===== src/rtl/slos_seq_ctrl.sv =====
// SLOS transmit sequencer for Gen2/Gen3 lane init: SLOS1 phase, then SLOS2 phase, then done.
// Latency: every output is registered; a change appears one clk after the input that caused it.
// Backpressure: none; slos_sent and partner detects are single-cycle pulses consumed when they occur.
module slos_seq_ctrl #(
    parameter int MIN_SLOS1 = 2,
    parameter int MIN_SLOS2 = 2,
    parameter int MAX_SLOS  = 1024,
    parameter int CNT_W     = 11
) (
    input  logic             clk,
    input  logic             reset,
    input  logic             start,
    input  logic             slos_sent,
    input  logic             partner_slos1_det,
    input  logic             partner_slos2_det,
    output logic             slos_en,
    output logic             slos1_slos2,
    output logic             done,
    output logic             timeout_err,
    output logic [2:0]       state,
    output logic [CNT_W-1:0] slos_cnt
);

    typedef enum logic [2:0] {
        IDLE  = 3'd0,
        SLOS1 = 3'd1,
        SLOS2 = 3'd2,
        DONE  = 3'd3,
        ERR   = 3'd4
    } state_t;

    localparam logic [CNT_W-1:0] MIN1_C = CNT_W'(MIN_SLOS1);
    localparam logic [CNT_W-1:0] MIN2_C = CNT_W'(MIN_SLOS2);
    localparam logic [CNT_W-1:0] MAX_C  = CNT_W'(MAX_SLOS);

    state_t           state_q, state_d;
    logic [CNT_W-1:0] cnt_q, cnt_d, cnt_inc;
    logic             p1_q, p1_d;
    logic             p2_q, p2_d;
    logic             en_q, en_d;
    logic             sel_q, sel_d;
    logic             done_q, done_d;
    logic             err_q, err_d;

    // Register the state, counter, partner latches and every output together.
    always_ff @(posedge clk) begin
        if (!reset) begin
            state_q <= IDLE;
            cnt_q   <= '0;
            p1_q    <= 1'b0;
            p2_q    <= 1'b0;
            en_q    <= 1'b0;
            sel_q   <= 1'b0;
            done_q  <= 1'b0;
            err_q   <= 1'b0;
        end else begin
            state_q <= state_d;
            cnt_q   <= cnt_d;
            p1_q    <= p1_d;
            p2_q    <= p2_d;
            en_q    <= en_d;
            sel_q   <= sel_d;
            done_q  <= done_d;
            err_q   <= err_d;
        end
    end

    // Next state and next registered outputs; outputs default low and each state raises its own.
    always_comb begin
        state_d = state_q;
        cnt_d   = cnt_q;
        p1_d    = p1_q;
        p2_d    = p2_q;
        en_d    = 1'b0;
        sel_d   = 1'b0;
        done_d  = 1'b0;
        err_d   = 1'b0;
        // Saturate so the counter can never wrap even if MAX is somehow exceeded.
        cnt_inc = (cnt_q >= MAX_C) ? cnt_q : cnt_q + 1'b1;

        case (state_q)
            IDLE: begin
                cnt_d = '0;
                p1_d  = 1'b0;
                p2_d  = 1'b0;
                if (start) begin
                    state_d = SLOS1;
                    en_d    = 1'b1;
                end
            end
            SLOS1: begin
                en_d = 1'b1;
                if (partner_slos1_det) begin
                    p1_d = 1'b1;
                end
                // Decisions are taken only on a completed set, so the select flips on a boundary.
                if (slos_sent) begin
                    if ((cnt_inc >= MIN1_C) && (p1_q || partner_slos1_det)) begin
                        state_d = SLOS2;
                        sel_d   = 1'b1;
                        cnt_d   = '0;
                        p1_d    = 1'b0;
                        p2_d    = 1'b0;   // SLOS2 detects seen during SLOS1 are stale
                    end else if (cnt_inc == MAX_C) begin
                        state_d = ERR;
                        en_d    = 1'b0;
                        err_d   = 1'b1;
                        cnt_d   = MAX_C;
                    end else begin
                        cnt_d = cnt_inc;
                    end
                end
            end
            SLOS2: begin
                en_d  = 1'b1;
                sel_d = 1'b1;
                if (partner_slos2_det) begin
                    p2_d = 1'b1;
                end
                if (slos_sent) begin
                    if ((cnt_inc >= MIN2_C) && (p2_q || partner_slos2_det)) begin
                        state_d = DONE;
                        en_d    = 1'b0;
                        sel_d   = 1'b0;
                        done_d  = 1'b1;
                        cnt_d   = '0;
                        p2_d    = 1'b0;
                    end else if (cnt_inc == MAX_C) begin
                        state_d = ERR;
                        en_d    = 1'b0;
                        sel_d   = 1'b0;
                        err_d   = 1'b1;
                        cnt_d   = MAX_C;
                    end else begin
                        cnt_d = cnt_inc;
                    end
                end
            end
            DONE: begin
                done_d = 1'b1;
                cnt_d  = '0;
            end
            ERR: begin
                err_d = 1'b1;   // counter stays frozen at MAX
            end
            default: begin
                state_d = IDLE;
                cnt_d   = '0;
                p1_d    = 1'b0;
                p2_d    = 1'b0;
            end
        endcase

        // Dropping start aborts from anywhere and outranks exit and timeout.
        if (!start) begin
            state_d = IDLE;
            cnt_d   = '0;
            p1_d    = 1'b0;
            p2_d    = 1'b0;
            en_d    = 1'b0;
            sel_d   = 1'b0;
            done_d  = 1'b0;
            err_d   = 1'b0;
        end
    end

    assign slos_en     = en_q;
    assign slos1_slos2 = sel_q;
    assign done        = done_q;
    assign timeout_err = err_q;
    assign state       = state_q;
    assign slos_cnt    = cnt_q;

endmodule


===== config.mk =====
export PLATFORM = sky130hd
export DESIGN_NAME = slos_seq_ctrl
export DESIGN_NICKNAME = d
export VERILOG_FILES = /design/src/rtl/slos_seq_ctrl.sv
export SDC_FILE = /design/constraint.sdc
export NUM_CORES = 1
export LEC_CHECK = 0
export CAP_MARGIN = 15
export CELL_PAD_IN_SITES_DETAIL_PLACEMENT = 1
export CELL_PAD_IN_SITES_GLOBAL_PLACEMENT = 2
export CORE_MARGIN = 2
export CORE_UTILIZATION = 27
export DETAILED_ROUTE_END_ITERATION = 7
export GPL_TIMING_DRIVEN = 0
export PLACE_DENSITY = 0.85
export SYNTH_ARGS = -nofsm -noshare
export SYNTH_HDL_FRONTEND = slang
export SYNTH_SLANG_ARGS = --single-unit

===== constraint.sdc =====
create_clock -name clk -period 2.4 [get_ports clk]
set_input_delay 0.48 -clock clk [delete_from_list [all_inputs] [get_ports clk]]
set_output_delay 0.48 -clock clk [all_outputs]
set_load 0.02 [all_outputs]

==> results.md, run 1 <==
- Post-layout util: 39.0%
- Synthesized area per cell: 8.35 um2
- Status: finished, final reports clean
- Cell area power density: 339 mW/mm2
- Wire per inst: 15.2 um
- Slew Limit Fails: 0
- IO buf count: 23
- Die H: 73.9 um
- Syn Nets: 166
- Data required, critical path: 2.55 ns
- RSZ-0062 raised after global routing: true
- H-tree depth: 1
- CTS tree: done
- First-pass GRT wire length: 6.12 mm
- Fillcell total: 566
- Iter 0 DRT Violations: 46
- Final Cycle Share: 96.7%
- Final setup fails: 0
- CTS Buffer Depth: 2
- Initial core utilization: 27.9%
- CTS Hold Buffers Added: 0
- Setup Skew: 0.00515 ns
- Nets: 201
- Pwr Total: 0.000624 W
- DR pass1 iterations: 4
- Sequential area share after synthesis: 30.3%
- Number of hold violations in the final report: 0
- Layout cells sized above 1: 23.6%
- Layout area overhead: 39.4%
- Max Cap Violations: 0
- Storage element area: 412 um2
- CP arrival: 2.47 ns
- Residual DRC: 0
- FF+latch count, synth: 20
- Hold Path Class: reg2reg
- Synthesized netlist cell count: 158
- Most frequent cells in the layout: clkdlybuf4s50_1, dfxtp_1, nor2_1, o21ai_0
- Number of global-route vias before repair: 1304
- Vias post-DR: 1314
- CTS root buf: clkbuf_8
- Drt via density: 5.09
- EDFF count, synth: 0
- Worst setup EP type: flop
- Peak supply drop: 149 uV
- Antenna cells: 0
- CP Class: reg2reg
- Area of the multi-input gates: 935 um2
- Setup crit start kind: flop
- Clk sink count: 20
- Final worst setup slack: 0.0786 ns
- Number of buffers created by CTS: 3
- Tot GR Track Use: 14.4%
- Pre-CTS setup slack: -0.270 ns
- Core ar.: 0.00472 mm2
- Rows: 25
- Register clock-pin slew on the reported worst setup and hold paths: 0.08 ns
- Die area: 0.00546 mm2
- GPL Wtd Cong: 0.787
- Design Area, Final: 0.00184 mm2
- Synth Warn #: 0
- Lkg Pwr: 0.668 nW
- Post-DP Area: 0.00163 mm2
- Crit path max fanout: 7
- Boundary pin count: 24
- Cell variety after synth: 49
- Initial antenna violation count: 0
- Final ANT Viol Nets: 0
- Setup TNS: 0 ns
- Die W: 73.9 um
- Routed Wire Length: 3.91 mm
- Largest net degree at the start of global routing: 11
- Crit path time final: 2.32 ns
- Dpl hpwl: 2.67 mm
- Slew @ Worst Pin: 0.671 ns
- Ys flop type: dfxtp_1
- Worst-Skew Late Latency: 0.26 ns
- Commonest non-fill, non-tap cell in the layout: clkdlybuf4s50_1
- Async set or reset register ratio after synthesis: 0%
- Mapped cell area: 0.00132 mm2
- Rel. slew slack: 55.1%
- Fmax: 431 MHz
- Grt total ovfl: 0
report_power, final:
part / switching, W / internal, W / leakage, nW / total, W
clock: 0.000112 / 0.000112 / 0.0216 / 0.000223
combinational: 0.0000385 / 0.0000278 / 0.481 / 0.0000664
sequential: 0.00000209 / 0.000333 / 0.165 / 0.000335
final timing paths:
check,slack [ns],endpoint,startpoint,depth (start not counted)
max reg2reg,0.08,slos_cnt[0],slos_cnt[0],9
min,0.52,slos_cnt[5],slos_cnt[5],2
max,0.08,slos_cnt[0],slos_cnt[0],9
min reg2reg,0.52,slos_cnt[5],slos_cnt[5],2
per-layer routing:
metal	up-vias	routed length (um)	GRT usage, %
li1	660	-	-
met5	-	0	0
met2	19	1790	23.5
met4	0	46	4.85
met1	631	1960	19.3
met3	4	107	2.06
kinds of logic (layout without fill, tap and decap cells):
kind of cell	Yosys count	count (layout)	synth area share, %
xor gates and xnor gates	7	7	4.64
buffers and inverters	15	47	7.11
AOI/OAI and AO/OA	50	51	26.0
DFF	20	20	30.3
and+or+nand+nor	64	64	30.0
adders and majority gates	2	2	1.90
cell usage after synthesis, types with 2 or more instances:
library cell,n,area [um2]
dfxtp_1,20,400
nor2_1,14,52.6
o21ai_0,14,70.1
inv_1,9,33.8
nand2_1,9,33.8
a21oi_1,8,40.0
or3_1,6,37.5
nor3_1,5,25.0
and3_1,4,25.0
buf_6,4,45.0
nand3_1,4,20.0
xnor2_1,4,35.0
a211oi_1,3,22.5
and4_1,3,26.3
nand4b_1,3,26.3
o22ai_1,3,18.8
xor2_1,3,26.3
a22o_1,2,17.5
a31oi_1,2,12.5
buf_4,2,15.0
ha_1,2,25.0
nand4_2,2,25.0
nor4_1,2,12.5
o211a_1,2,20.0
o21ai_1,2,10.0
o31ai_1,2,15.0
or2_2,2,12.5
worst max-delay path: stages (launching register included):
cell and delay, ns:
dfxtp_4 0.37, buf_4 0.14, and4b_1 0.20, and4_1 0.23, o22ai_4 0.29, nor4b_4 0.07, buf_4 0.16, o211a_4 0.27
a31o_1 0.25, a22o_1 0.23
registers in the layout, indices dropped and copies added, names as in the netlist:
register and count:
slos_cnt 11, state 3, done 1, p1_q 1, p2_q 1, slos1_slos2 1, slos_en 1, timeout_err 1
final cells by class:
cell class                 instances  area share [%]
inverter                           9            1.84
timing repair buffer              29            15.0
sequential                        20            22.4
buffer                             6            3.26
clock buffer                       3            2.24
multi-input combinational        124            50.8
tap                               67            4.55
metrics by stage:
| stage | std cells | hold WS (ns) |
|---|---|---|
| after floorplan | 158 | 0.466 |
| after global placement | 248 | 0.496 |
| after detailed placement | 248 | 0.513 |
| after CTS | 251 | 0.531 |
| after global routing | 258 | 0.535 |
| final | 258 | 0.516 |
timing repair:
action	in CTS	in global routing
setup buffers	0	6
pin swaps	2	9
gates cloned	0	1
setup endpoints to repair	16	11
resized for setup	8	16
Power figures use the tool's default switching activity.
==> run 2: changes to the inputs <==
- PLACE_DENSITY: 0.85 -> default
- PLACE_DENSITY_LB_ADDON: default -> 0.1
==> run 2 against run 1 <==
  * The flow now finishes with violations (negative setup slack)
  * Clock power increased by 22%
  * Via count increased by 3.0%
  * Non-clock buffer count increased by 5
  * Register-to-register slack got worse by 0.08 ns
  * Clock skew decreased by 0.0030 ns
  * Global-route usage increased by 1.2 points
  * Flip-flop and latch count unchanged
  * Hold slack got worse by 0.0054 ns
  * Utilization increased by 0.48 points
  * Combinational power increased by 2%
  * First-iteration DRC count increased by 2.2%
  * Highest routed layer unchanged
==> results.md, run 2 (synthesized netlist as in run 1, its figures left out) <==
- Status: finished with violations
- Failing checks: negative setup slack
- Rows: 25
- Boundary pin count: 24
- H-tree depth: 1
- Worst setup EP type: flop
- Uppermost layer routed: met4
- Grt total ovfl: 0
- Gate power share: 10.1%
- Lkg Pwr: 0.683 nW
- Fmax: 416 MHz
- CTS Hold Buffers Added: 0
- Post-DP Area: 0.00163 mm2
- Internal cell power: 0.000508 W
- Register clock-pin slew on the reported worst setup and hold paths: 0.08 ns
- Setup TNS: -0.00430 ns
- Data required, critical path: 2.61 ns
- Final setup fails: 1
- Largest net degree at the start of global routing: 12
- Number of global-route vias before repair: 1309
- Drt via density: 5.14
- Placed insts: 248
- Commonest non-fill, non-tap cell in the layout: clkdlybuf4s50_1
- Slew @ Worst Pin: 0.631 ns
- Max Cap Violations: 0
- Met3 WL: 80 um
- Final worst setup slack: -0.00430 ns
- Sw power: 0.000166 W
- Worst-Skew Late Latency: 0.26 ns
- Final Cycle Share: 100%
- Most frequent cells in the layout: clkdlybuf4s50_1, dfxtp_1, nor2_1, buf_4, o21ai_0
- Layout area overhead: 41.1%
- Setup crit start kind: flop
- CTS root buf: clkbuf_8
- Antenna cells: 0
- Crit path time final: 2.40 ns
- Vias post-DR: 1353
- Die H: 73.9 um
- Die W: 73.9 um
- Critical-path cell list: ha_4 -> nand4b_1 -> xnor2_1 -> nand4_2 -> nor4b_4 -> buf_4 -> o211a_4 -> a31o_1 -> a22o_1
- Design Area, Final: 0.00186 mm2
- DRT met1 WL: 2.29 mm
- DR pass1 iterations: 4
- Dpl hpwl: 2.88 mm
- Peak supply drop: 148 uV
- Flop pwr share: 49.6%
- CTS tree: done
- Crit path max fanout: 8
- Clk sink count: 20
- Slowest CP cell: nor4b_4
- Slew Limit Fails: 0
- First-pass GRT wire length: 6.56 mm
- Rel. slew slack: 57.6%
- Die area: 0.00546 mm2
- Fin cells: 263
- Initial antenna violation count: 0
- Routed Wire Length: 4.26 mm
- GPL Wtd Cong: 0.834
- Core ar.: 0.00472 mm2
- IO buf count: 23
- Cell area power density: 362 mW/mm2
- Met2 Wirelength: 1.85 mm
- Number of hold violations in the final report: 0
- CP Class: reg2reg
- Iter 0 DRT Violations: 47
- Tot GR Track Use: 15.6%
- CP arrival: 2.61 ns
- Setup Skew: 0.00212 ns
- Hold Path Class: reg2reg
- Layout cells sized above 1: 23.5%
- Switching share of power: 24.6%
- Clock network power share: 40.3%
- Residual DRC: 0
- Initial core utilization: 27.9%
- RSZ-0062 raised after global routing: true
- Nets: 205
- Max FFs per register: 11
- Wire per inst: 16.2 um
- CTS Buffer Depth: 2
- Delay of the slowest critical-path stage: 0.41 ns
- Final ANT Viol Nets: 0
- Number of buffers created by CTS: 3
[run 2: cell count changes in the layout (fill, tap and decap cells not counted), sizes merged]
cell	previous run	this run
buf	12	17
clkbuf	3	4
o211ai	3	2
[run 2: final cells by class]
type | instances | area, um2
Multi-Input combinational cell | 123 | 906
Tap cell | 67 | 83.8
Timing Repair Buffer | 34 | 317
Sequential cell | 20 | 408
Fill cell | 548 | 2860
Buffer | 6 | 60.1
Inverter | 9 | 33.8
Clock buffer | 4 | 55.1
[run 2: critical path, delay by kind of cell, from the launching register on]
| kind | cells | cell delay [ns] |
|---|---|---|
| adders and majority gates | 1 | 0.18 |
| and+or+nand+nor | 3 | 0.80 |
| buffers and inverters | 1 | 0.18 |
| xor gates and xnor gates | 1 | 0.24 |
| AOI/OAI and AO/OA | 3 | 0.53 |
| DFF | 1 | 0.40 |
[run 2: timing repair]
item,4_1_cts,5_1_grt
pin swaps,2,10
setup endpoints to repair,18,10
resized for setup,10,16
setup buffers,0,11
[run 2: per-layer routing]
layer	GRT usage, %	up-vias
li1	-	662
met1	23.3	670
met2	23.1	17
met3	2.19	4
met4	4.24	0
met5	0	-
[run 2: power groups by stage]
stage	sequential, W	combinational [W]	clock (W)
final	0.000335	0.0000680	0.000272
after CTS	0.000335	0.0000605	0.000287
after detailed placement	0.000345	0.0000576	0
after global placement	0.000344	0.0000563	0
after global routing	0.000335	0.0000747	0.000295
after floorplan	0.000347	0.0000299	0
[run 2: per-stage QoR]
stage	hold slack (ns)	utilization, %	power (W)	worst slack [ns]
after floorplan	0.466	-	0.000377	0.0242
after global placement	0.486	34.6	0.000401	-0.224
after detailed placement	0.491	34.6	0.000402	-0.398
after CTS	0.519	36.6	0.000683	0.0275
after global routing	0.546	39.4	0.000705	-0.123
final	0.510	39.4	0.000675	-0.00430
[run 2: path summary, 6_finish.rpt]
| kind | slack [ns] | to | start | cells past startpoint |
|---|---|---|---|---|
| worst max register to register | -0.004 | slos_cnt[0] | slos_cnt[1] | 9 |
| worst min-delay path | 0.51 | p2_q | p2_q | 1 |
| worst max-delay path | -0.004 | slos_cnt[0] | slos_cnt[1] | 9 |
| worst min register to register | 0.51 | p2_q | p2_q | 1 |
